--- src/rtl/result_encoder_pkg.sv ---
// result_encoder_pkg: shared types, defaults and symbol codes for the class result path
package result_encoder_pkg;
   localparam int NUM_CLASS_DEF = 16;
   localparam int IDXW_DEF      = 5;
   localparam int NONE_CODE_DEF = 31;
   typedef enum logic [1:0] {IDLE, COLLECT, DECODE, HOLD} state_t;
   localparam int SYM_PLUS   = 10;
   localparam int SYM_MINUS  = 11;
   localparam int SYM_MUL    = 12;
   localparam int SYM_DIV    = 13;
   localparam int SYM_LPAREN = 14;
   localparam int SYM_RPAREN = 15;
endpackage

--- src/rtl/result_encoder_onehot_encoder.sv ---
// onehot_encoder: lowest-set index plus none/multiple flags for a class vector
module onehot_encoder #(
   parameter int N    = 16,
   parameter int W    = 5,
   parameter int NONE = 31
) (
   input  logic [N-1:0] vec,
   output logic [W-1:0] idx,
   output logic         no_hit,
   output logic         multi_hit
);
   always_comb begin
      idx = W'(NONE);
      for (int i = N - 1; i >= 0; i--)
         if (vec[i]) idx = W'(i);
   end
   assign no_hit    = (vec == '0);
   assign multi_hit = |(vec & (vec - N'(1)));
endmodule

--- src/rtl/result_encoder.sv ---
// result_encoder: collects serial neuron decisions, encodes the winning class, hands it off on valid/ready
module result_encoder
   import result_encoder_pkg::*;
#(
   parameter int NUM_CLASS = NUM_CLASS_DEF,
   parameter int IDXW      = IDXW_DEF,
   parameter int NONE_CODE = NONE_CODE_DEF
) (
   input  logic                 clk,
   input  logic                 reset_n,
   input  logic                 start,
   input  logic                 bit_in,
   input  logic                 bit_valid,
   output logic                 bit_ready,
   output logic                 res_valid,
   input  logic                 res_ready,
   output logic [IDXW-1:0]      class_idx,
   output logic [NUM_CLASS-1:0] class_vec,
   output logic                 multi_hit,
   output logic                 no_hit,
   output logic                 busy
);
   localparam int CW = $clog2(NUM_CLASS);
   state_t          state;
   logic [CW-1:0]   cnt;
   logic [IDXW-1:0] enc_idx;
   logic            enc_none;
   logic            enc_multi;
   onehot_encoder #(.N(NUM_CLASS), .W(IDXW), .NONE(NONE_CODE)) u_enc (
      .vec       (class_vec),
      .idx       (enc_idx),
      .no_hit    (enc_none),
      .multi_hit (enc_multi)
   );
   always_ff @(posedge clk or negedge reset_n) begin
      if (!reset_n) begin
         state     <= IDLE;
         cnt       <= '0;
         class_vec <= '0;
         class_idx <= '0;
         multi_hit <= 1'b0;
         no_hit    <= 1'b0;
         res_valid <= 1'b0;
         bit_ready <= 1'b0;
         busy      <= 1'b0;
      end else begin
         case (state)
            IDLE: if (start) begin
               state     <= COLLECT;
               class_vec <= '0;
               cnt       <= '0;
               bit_ready <= 1'b1;
               busy      <= 1'b1;
            end
            COLLECT: if (start) begin
               class_vec <= '0;
               cnt       <= '0;
            end else if (bit_valid) begin
               class_vec[cnt] <= bit_in;
               cnt            <= cnt + 1'b1;
               if (cnt == CW'(NUM_CLASS - 1)) begin
                  state     <= DECODE;
                  bit_ready <= 1'b0;
               end
            end
            DECODE: begin
               class_idx <= enc_idx;
               no_hit    <= enc_none;
               multi_hit <= enc_multi;
               res_valid <= 1'b1;
               state     <= HOLD;
            end
            HOLD: if (res_ready) begin
               res_valid <= 1'b0;
               busy      <= 1'b0;
               state     <= IDLE;
            end
         endcase
      end
   end
endmodule

--- config.mk ---
export PLATFORM = sky130hd
export DESIGN_NAME = result_encoder
export DESIGN_NICKNAME = d
export VERILOG_FILES = /design/src/rtl/result_encoder_pkg.sv /design/src/rtl/result_encoder_onehot_encoder.sv /design/src/rtl/result_encoder.sv
export SDC_FILE = /design/constraint.sdc
export NUM_CORES = 1
export LEC_CHECK = 0
export BUFFER_PORTS_ARGS = -buffer_cell sky130_fd_sc_hd__buf_4
export CORE_MARGIN = 4
export CORE_UTILIZATION = 37
export DETAILED_ROUTE_END_ITERATION = 6
export SLEW_MARGIN = 20
export SYNTH_ARGS = -nofsm -noshare
export SYNTH_HDL_FRONTEND = slang
export SYNTH_SLANG_ARGS = --single-unit
--- constraint.sdc ---
create_clock -name clk -period 5.35 [get_ports clk]
set_input_delay 0 -clock clk [delete_from_list [all_inputs] [get_ports clk]]
set_output_delay 0 -clock clk [all_outputs]
set_load 0.02 [all_outputs]
# Word level (Yosys, flattened, before mapping)
# Index checks and enable logic that the tools add are counted.
[classes] reduce_logical=12 eq_ne=10 muxes=41 addsub=2 order_cmp=2 bitwise=1
[ops] operator="5-bit 2-to-1 mux" n=16
[ops] operator="16-bit 2-to-1 mux" n=3
[ops] operator="16-bit case mux with 2 select lines" n=1
[ops] operator="16-bit bitwise AND" n=1
[ops] operator="16-bit bitwise mux" n=1
[ops] operator="16-bit zero test" n=1
[ops] operator="16-bit OR reduction" n=1
[ops] operator="16-bit by 1-bit subtractor with 16-bit output, second input constant" n=1
[ops] operator="4-bit 2-to-1 mux" n=3
[ops] operator="2-bit 2-to-1 mux" n=5
[ops] operator="2-bit != test, second input constant" n=5
[ops] operator="5-bit AND reduction" n=2
[ops] operator="2-bit case mux with 4 select lines" n=1
[ops] operator="4-bit case mux with 2 select lines" n=1
[ops] operator="1-bit 2-to-1 mux" n=6
[ops] operator="1-bit case mux with 2 select lines" n=3
[ops] operator="3-bit AND reduction" n=2
[ops] operator="2-bit nonzero test" n=3
[ops] operator="4-bit by 5-bit less-than comparator with 1-bit output, second input constant" n=1
[ops] operator="4-bit by 1-bit adder with 4-bit output, second input constant" n=1
[ops] operator="1-bit demux with 4-bit select" n=1
[ops] operator="2-bit == test, second input constant" n=2
[ops] operator="4-bit == test, second input constant" n=1
[ops] operator="4-bit by 1-bit greater-or-equal comparator with 1-bit output, second input constant" n=1
[ops] operator="other kinds (5)" n=5
[totals] out_inout_bits=26 wordCells=77 reg_bits=32 in_bits=6

# Logic depth before layout (Yosys ltp)
# Gate-level depths: netlist of run 1.
[depth] ltp_word=16 mapped_depth=8 depth_no_buf=7

# Hierarchy
# Synthesis of run 1 repeated with hierarchy kept, for this count alone.
[hier_totals] cells_unflattened=203 area_unflattened_um2=1946.9
[modules_own_cells] module="result_encoder" cells_each=158 n_inst=1 area_per_inst_um2=1665.3
[modules_own_cells] module="onehot_encoder" cells_each=45 n_inst=1 area_per_inst_um2=281.5

# Least setup slack after synthesis of run 1
# OpenSTA, ideal clock, no wires.
[synth_timing] path_type="reg-to-reg" from="register class_vec[0]" to="register multi_hit" synth_period_minus_slack_ns=1.924 path_slack_ns=3.426 path_stages_with_launch=6 t_arrival_ns=1.796 path_buffers=0 cell_sequence="dfrtp_1 -> or4_4 -> nor4b_4 -> a22oi_1 -> nor4_1 -> a21oi_1"
[synth_between] elab_chain_len=3
[synth_lines] item="start, declared" line_no="result_encoder.sv:18" source="output logic [NUM_CLASS-1:0] class_vec,"
[synth_lines] item="start signal, assigned by index" line_no="result_encoder.sv:59" source="class_vec[cnt] <= bit_in;"
[synth_lines] item="16-bit by 1-bit subtractor with 16-bit output" line_no="result_encoder_onehot_encoder.sv:18" source="assign multi_hit = |(vec & (vec - N'(1)));"
[synth_lines] item="16-bit bitwise AND *" line_no="result_encoder_onehot_encoder.sv:18"
[synth_lines] item="16-bit OR reduction *" line_no="result_encoder_onehot_encoder.sv:18"
[synth_lines] item="end signal, assigned" line_no="result_encoder.sv:69" source="multi_hit <= enc_multi;"
[synth_lines] item="end, declared" line_no="result_encoder.sv:19" source="output logic multi_hit,"
# Mark *: on every way between the ends. The rest lies on a longest branch, timed or not.
# A chain may end at the register's enable or synchronous reset.

# Worst setup path in the final report of run 1
[layout_timing] from="register state[1]" to="register class_vec[0]"
[layout_between] elab_chain_len=3 elab_cells_between_ends=7 cone_classes="3 x eq/ne; 1 x mux; 3 x reduce/logical"
[layout_lines] item="start, declared" line_no="result_encoder.sv:24" source="state_t state;"
[layout_lines] item="start signal, assigned" line_no="result_encoder.sv:37" source="state <= IDLE;"
[layout_lines] item="start signal, assigned" line_no="result_encoder.sv:49" source="state <= COLLECT;"
[layout_lines] item="start signal, assigned" line_no="result_encoder.sv:62" source="state <= DECODE;"
[layout_lines] item="2-bit by 1-bit == test with 1-bit output or 2-bit zero test (tied branches)" line_no="result_encoder.sv:47" source="case (state)"
[layout_lines] item="3-bit != test (no source line), or another cell as far along"
[layout_lines] item="3-bit AND reduction (no source line)"
# Parallel ways exist; a longest one is shown, timed or not.

==> impl_metrics.csv, run 1 <==
group,metric,value,unit
status,run_status,"completed",
min_path,hold_path_depth,3,
timing,fmax,446,MHz
pwr,total_power,858,µW
logic_synthesis,yosys_warnings,0,
clock_tree,htree_levels,2,
worst_setup_path,cp.required,5.49,ns
clock_tree,cts_tree,"built",
worst_setup_path,reg2reg_to,"class_vec[0]$_DFFE_PN0P_",
clock_tree,worstSkewPairLatency,0.28,ns
routing,drcViolationCount,0,
routing,drt-total-wl,4350,µm
timing,grt_setup_unrepaired,"false",
pwr,power_density,387,nW/µm²
logic_synthesis,synthFlopType,"dfrtp_1",
min_path,min-delay-start,"res_ready",
final_layout,diodes,0,
logic_synthesis,synth_cells,196,
routing,viasPerCell,5.36,
logic_synthesis,synthTopCellsByArea,"dfrtp_1, ha_1, o21ai_0",
flow_run,max_cap_violations,0,
final_layout,fillers,479,
logic_synthesis,synth_fp_nets,210,
timing,period_minus_slack,2.24,ns
worst_setup_path,r2r_start,"state[1]$_DFFE_PN0P_",
worst_setup_path,critical_path.slowest_cell,"nor2_1",
final_layout,finalNonFillerCells,298,
die,placementRows,25,
min_path,min_to,"res_valid$_DFFE_PN0P_",
clock_tree,clockBufferDepth,2,
die,dieArea,6110,µm²
min_path,hp-class,"input port to flop",
logic_synthesis,post-synth-top-area-cell,"dfrtp_1",
grt,grt_overflow,0,
routing,wl_per_cell,14.6,µm
die,io_pins,32,
placement,numPortBuffers,31,
placement,placed_cell_area,2120,µm²
timing,setup_viol,0,
logic_synthesis,avgSynthCellArea,9.29,µm²
grt,grt_pass1_wl,7360,µm
pwr,static-leakage-power,0.000968,µW
logic_synthesis,syn-cell-area,1820,µm²
worst_setup_path,path_class,"flop to flop",
clock_tree,cts_resized,0,
routing,ant_nets,0,
die,design.core.area,4750,µm²
worst_setup_path,worst_setup_path_start_kind,"flop",
clock_tree,clkTransAtPathRegs,0.06,ns
final_layout,drive_gt1_share,19.9,%
timing,hold_viol,0,
worst_setup_path,critPathArrivalTime,2.39,ns
timing,fin_skew,0.00996,ns
grt,grt_max_degree,33,
final_layout,area_growth,21.8,%
worst_setup_path,crit_family,"simple AND/OR/NAND/NOR gates",
final_layout,final_util,46.7,%
clock_tree,root_buffer,"clkbuf_8",
worst_setup_path,path_buf_inv,1,
worst_setup_path,rrSetupSlack,3.11,ns
grt,grt_pass1_vias,1501,
timing,final_max_slew_viol_count,0,
clock_tree,clock_sinks,32,
final_layout,fin_area,2220,µm²
pwr,ir_drop,0.234,mV
worst_setup_path,critical_path.max_fanout,13,
placement,dp_hpwl,3180,µm
logic_synthesis,synth_seq_cells,32,
final_layout,final_net_count,244,
logic_synthesis,netlist_top_cells_count,"dfrtp_1, nor2_1, o21ai_0",
placement,globalplace.congestion,0.846,
grt,grt_use_total,15.3,%
logic_synthesis,synth_edf_count,0,
routing,initialDrtViolationCount,136,
routing,vias,1598,
worst_setup_path,crit_path_frequent_cell,"nand2_1",
die,dieWidth,78.2,µm
logic_synthesis,yosysMostFrequentCell,"dfrtp_1",
timing,post-route-period-util,42.0,%
timing,tns,0,ns
die,die_h,78.2,µm
worst_setup_path,crit_chain,"inv_1 -> ha_1 -> nand2_1 -> nor2_1 -> nand2_1 -> o311ai_0 -> o31ai_1",
timing,max_slew.worst_pin.slew,0.803,ns
routing,firstDrtPassIters,4,
worst_setup_path,endpoint_kind,"flop",
worst_setup_path,cp_slowest_stage_delay,0.62,ns
grt,antenna_found_initial,0,
clock_tree,cts_buffers,5,
die,initial_core_util,38.3,%
placement,dp_cells,289,
logic_synthesis,async_reset_ff_share,100,%
logic_synthesis,synth.top_cell.area_share,44.0,%
timing,maxSlewHeadroom,46.3,%
logic_synthesis,synth.distinct_cells,39,
worst_setup_path,reg2regPathDepth,7,
logic_synthesis,seq_area_frac_synth,44.0,%
-- per-stage QoR --
stage	hold WS (ns)	setup WS, ns
5_1_grt	0.0186	2.88
3_5_place_dp	-0.0265	3.14
3_3_place_gp	-0.0320	3.20
2_1_floorplan	-0.296	3.43
4_1_cts	0.00236	3.11
6_report	0.0100	3.11
-- repair_timing --
action,4_1_cts,5_1_grt
hold endpoints to repair,32,0
setup buffers,0,0
hold buffers,1,0
-- kinds of logic after synthesis --
family | Yosys count | share of synthesized area, %
compound gates | 64 | 23.6
xor+xnor | 2 | 0.962
fa+ha+maj | 11 | 7.14
buf+inv | 19 | 4.12
flops | 32 | 44.0
mux | 3 | 1.85
simple gates | 65 | 18.3
-- tightest hold or removal path, delay by kind of cell --
family | cells | cell delay, ns
buffers and inverters | 2 | 0.13
AOI/OAI and AO/OA | 1 | 0.12
-- cell type report --
| class | count | area, µm² | area share [%] |
|---|---|---|---|
| timing repair buffer | 33 | 250 | 11.3 |
| clock buffer | 8 | 90.1 | 4.06 |
| tap | 67 | 83.8 | 3.78 |
| sequential | 32 | 801 | 36.1 |
| multi-input combinational | 145 | 946 | 42.6 |
| inverter | 13 | 48.8 | 2.20 |
-- placed cells by master, fill, tap and decap left out, types with 2 or more instances in the layout --
cell / n
a21oi_1: 10
a22oi_1: 3
a32o_1: 4
buf_4: 32
clkbuf_1: 2
clkbuf_8: 6
dfrtp_1: 32
ha_1: 8
inv_1: 13
maj3_1: 3
mux2_2: 2
nand2_1: 17
nand2b_1: 3
nand3_1: 8
nand4_1: 2
nor2_1: 21
nor2b_1: 4
nor3_1: 3
o211ai_1: 8
o21ai_0: 18
o21bai_1: 2
o311ai_0: 3
o31ai_1: 7
or4_4: 3
xor2_1: 2
-- power by group --
group / total (µW) / switching, µW / internal [µW] / leakage [µW]
Sequential: 324 / 34.9 / 289 / 0.000411
Combinational: 344 / 201 / 143 / 0.000511
Clock: 190 / 84.7 / 105 / 0.0000455
-- metal layers --
| layer | share of wire [%] | GRT usage, % | wire length, µm |
|---|---|---|---|
| met3 | 7.0 | 4.82 | 306 |
| met1 | 47 | 19.8 | 2060 |
| met4 | 1.6 | 5.94 | 70 |
| met5 | 0 | 0 | 0 |
| met2 | 44 | 23.6 | 1910 |
-- how the worst max path moves through the flow --
stage / start / to / depth (start not counted)
after floorplan: class_vec[0]$_DFFE_PN0P_ / multi_hit$_DFFE_PN0P_ / 5
after global placement: state[1]$_DFFE_PN0P_ / class_vec[1]$_DFFE_PN0P_ / 7
after detailed placement: state[1]$_DFFE_PN0P_ / class_vec[0]$_DFFE_PN0P_ / 7
after CTS: state[1]$_DFFE_PN0P_ / class_vec[0]$_DFFE_PN0P_ / 7
after global routing: state[1]$_DFFE_PN0P_ / class_vec[1]$_DFFE_PN0P_ / 7
final: state[1]$_DFFE_PN0P_ / class_vec[0]$_DFFE_PN0P_ / 7
-- registers in the layout, summed over array words and instances (netlist names) --
register / cells
no_hit: 1
busy: 1
cnt: 4
class_idx: 5
class_vec: 16
multi_hit: 1
res_valid: 1
bit_ready: 1
state: 2
(Power assumes the default switching activity.)
==> run 2, diff against run 1 <==
--- a/config.mk
+++ b/config.mk
@@ -5,6 +5,7 @@
 export SDC_FILE = /design/constraint.sdc
 export NUM_CORES = 1
 export LEC_CHECK = 0
+export ABC_AREA = 1
 export BUFFER_PORTS_ARGS = -buffer_cell sky130_fd_sc_hd__buf_4
 export CORE_MARGIN = 4
 export CORE_UTILIZATION = 37
==> constraint.sdc (replaced) <==
create_clock -name clk -period 2.2 [get_ports clk]
set_input_delay 0 -clock clk [delete_from_list [all_inputs] [get_ports clk]]
set_output_delay 0 -clock clk [all_outputs]
set_load 0.02 [all_outputs]
==> impl_metrics.csv, run 2 <==
group,metric,value,unit
status,run_status,"completed",
placement,placed_cell_area,2280,µm²
clock_tree,htree_levels,2,
flow_run,max_cap_violations,0,
timing,hold_viol,0,
timing,tns,0,ns
grt,grt_overflow,0,
grt,grt_pass1_vias,1774,
timing,setup_viol,0,
routing,wl_per_cell,13.2,µm
die,initial_core_util,38.4,%
timing,final_max_slew_viol_count,0,
grt,grt_use_total,16.4,%
pwr,ir_drop,0.450,mV
die,die_h,80.8,µm
final_layout,largest_reg_flops,16,
timing,period_minus_slack,1.79,ns
final_layout,reg_top3,"class_vec: 16 flops, class_idx: 5 flops, cnt: 4 flops",
placement,globalplace.congestion,0.872,
worst_setup_path,endpoint_kind,"flop",
timing,fin_skew,0.00800,ns
timing,maxSlewHeadroom,72.2,%
final_layout,final_common_cell,"nand2_1",
routing,viasPerCell,4.99,
worst_setup_path,path_class,"flop to flop",
min_path,hold_path_depth,3,
worst_setup_path,worst_setup_path_start_kind,"flop",
logic_synthesis,netlist_top_cells_count,"nand2_1, inv_1, dfrtp_1",
clock_tree,cts_resized,0,
clock_tree,worstSkewPairLatency,0.29,ns
clock_tree,root_buffer,"clkbuf_8",
logic_synthesis,syn-cell-area,1960,µm²
die,design.core.area,5110,µm²
placement,pre_cts_ws,0.429,ns
logic_synthesis,synth_seq_cells,32,
die,dieArea,6520,µm²
clock_tree,clkTransAtPathRegs,0.07,ns
final_layout,area_growth,21.9,%
final_layout,mostFrequentLayoutCells,"nand2_1, inv_1, buf_4",
worst_setup_path,critical_path.max_fanout,15,
pwr,static-leakage-power,0.00124,µW
routing,vias,1820,
timing,max_slew.worst_pin.slew,0.417,ns
logic_synthesis,post-synth-top-area-cell,"dfrtp_1",
final_layout,final_net_count,308,
routing,ant_nets,0,
logic_synthesis,synth_cells,255,
timing,fin_ws,0.412,ns
routing,firstDrtPassIters,4,
die,io_pins,32,
die,dieWidth,80.8,µm
logic_synthesis,yosysMostFrequentCell,"nand2_1",
logic_synthesis,avgSynthCellArea,7.68,µm²
final_layout,final_util,46.8,%
timing,post-route-period-util,81.3,%
min_path,hp-class,"input port to flop",
worst_setup_path,critPathArrivalTime,1.97,ns
placement,dp_hpwl,3680,µm
worst_setup_path,reg2regPathDepth,9,
logic_synthesis,synth.top_cell.area_share,40.9,%
logic_synthesis,seq_area_frac_synth,40.9,%
logic_synthesis,synth_edf_count,0,
clock_tree,clock_sinks,32,
grt,antenna_found_initial,0,
logic_synthesis,async_reset_ff_share,100,%
logic_synthesis,yosys_warnings,0,
routing,drt-total-wl,4810,µm
logic_synthesis,synth.distinct_cells,27,
clock_tree,cts_tree,"built",
final_layout,top_register,"class_vec",
final_layout,fin_area,2390,µm²
logic_synthesis,synth_fp_nets,269,
pwr,power_density,1070,nW/µm²
placement,numPortBuffers,31,
worst_setup_path,cp.required,2.39,ns
final_layout,drive_gt1_share,19.7,%
grt,grt_max_degree,33,
grt,grt_pass1_wl,8130,µm
logic_synthesis,synthFlopType,"dfrtp_1",
routing,drcViolationCount,0,
timing,grt_setup_unrepaired,"false",
die,placementRows,26,
timing,fmax,559,MHz
clock_tree,cts_buffers,5,
clock_tree,clockBufferDepth,2,
final_layout,diodes,0,
timing,holdWs,0.0631,ns
routing,initialDrtViolationCount,57,
logic_synthesis,synthTopCellsByArea,"dfrtp_1, nand2_1, inv_1",
run 2: changes by cell type after synthesis, moves of 5 or more:
| cell | before | now |
|---|---|---|
| inv_1 | 13 | 42 |
| nand2_1 | 17 | 49 |
| nand3_1 | 8 | 13 |
| nand4_1 | 2 | 8 |
| nor2_4 | 0 | 7 |
| o211ai_1 | 8 | 2 |
| o21ai_0 | 18 | 29 |
| o21ai_1 | 0 | 8 |
| o31ai_1 | 7 | 2 |
run 2: timing repair:
| item | CTS | global route |
|---|---|---|
| hold buffers | 2 | 0 |
| setup buffers | 0 | 0 |
| hold endpoints to repair | 33 | 0 |
run 2: critical path: stages (launching register included):
cell and delay, ns:
dfrtp_1 0.40, inv_1 0.10, ha_1 0.26, nand2_1 0.12
nor2_4 0.16, nor2_4 0.08, inv_2 0.19, nand4_1 0.15
o21ai_0 0.18, inv_1 0.05
run 2: per-stage QoR:
| step | power (µW) | instances |
|---|---|---|
| 3_3_place_gp | 2070 | 355 |
| 3_5_place_dp | 2090 | 355 |
| 6_report | 2550 | 365 |
| 4_1_cts | 2590 | 365 |
| 5_1_grt | 2760 | 365 |
| 2_1_floorplan | 1700 | 255 |
run 2: cells by family (layout without fill, tap and decap cells):
family / count (synthesis) / in the layout / synth area share (%)
AO/OA/AOI/OAI: 59 / 59 / 16.2
adder cells (fa/ha/maj): 8 / 8 / 5.11
buffers and inverters: 48 / 88 / 9.58
flip-flops: 32 / 32 / 40.9
AND/OR/NAND/NOR: 108 / 108 / 28.3
run 2: layout make-up:
class	instances	area, µm²
tap	70	87.6
sequential	32	801
fill	536	2720
inverter	45	169
clock inverter	2	10.0
clock buffer	6	82.6
timing repair buffer	35	268
multi-input combinational	175	971
run 2: path summary, 6_finish.rpt:
path | endpoint | slack (ns) | from
worst max-delay path | class_vec[11]$_DFFE_PN0P_ | 0.41 | state[1]$_DFFE_PN0P_
worst min-delay path | busy$_DFFE_PN0P_ | 0.06 | start
worst max register to register | class_vec[11]$_DFFE_PN0P_ | 0.41 | state[1]$_DFFE_PN0P_
worst min register to register | multi_hit$_DFFE_PN0P_ | 0.48 | multi_hit$_DFFE_PN0P_
max in group asynchronous | class_vec[4]$_DFFE_PN0P_ | 1.70 | reset_n
min in group asynchronous | class_idx[1]$_DFFE_PN0P_ | 0.18 | reset_n
run 2: layer usage:
layer / up-vias / routed length, µm / GRT usage (%)
met5: - / 0 / 0
met4: 0 / 86 / 6.93
met3: 7 / 232 / 3.88
met2: 44 / 2390 / 27.9
met1: 844 / 2090 / 19.8
li1: 925 / - / -
run 2: power breakdown:
| part | switching, µW | total [µW] | internal [µW] |
|---|---|---|---|
| combinational | 797 | 1250 | 451 |
| sequential | 98.8 | 825 | 726 |
| clock | 229 | 478 | 249 |
| total | 1120 | 2550 | 1430 |
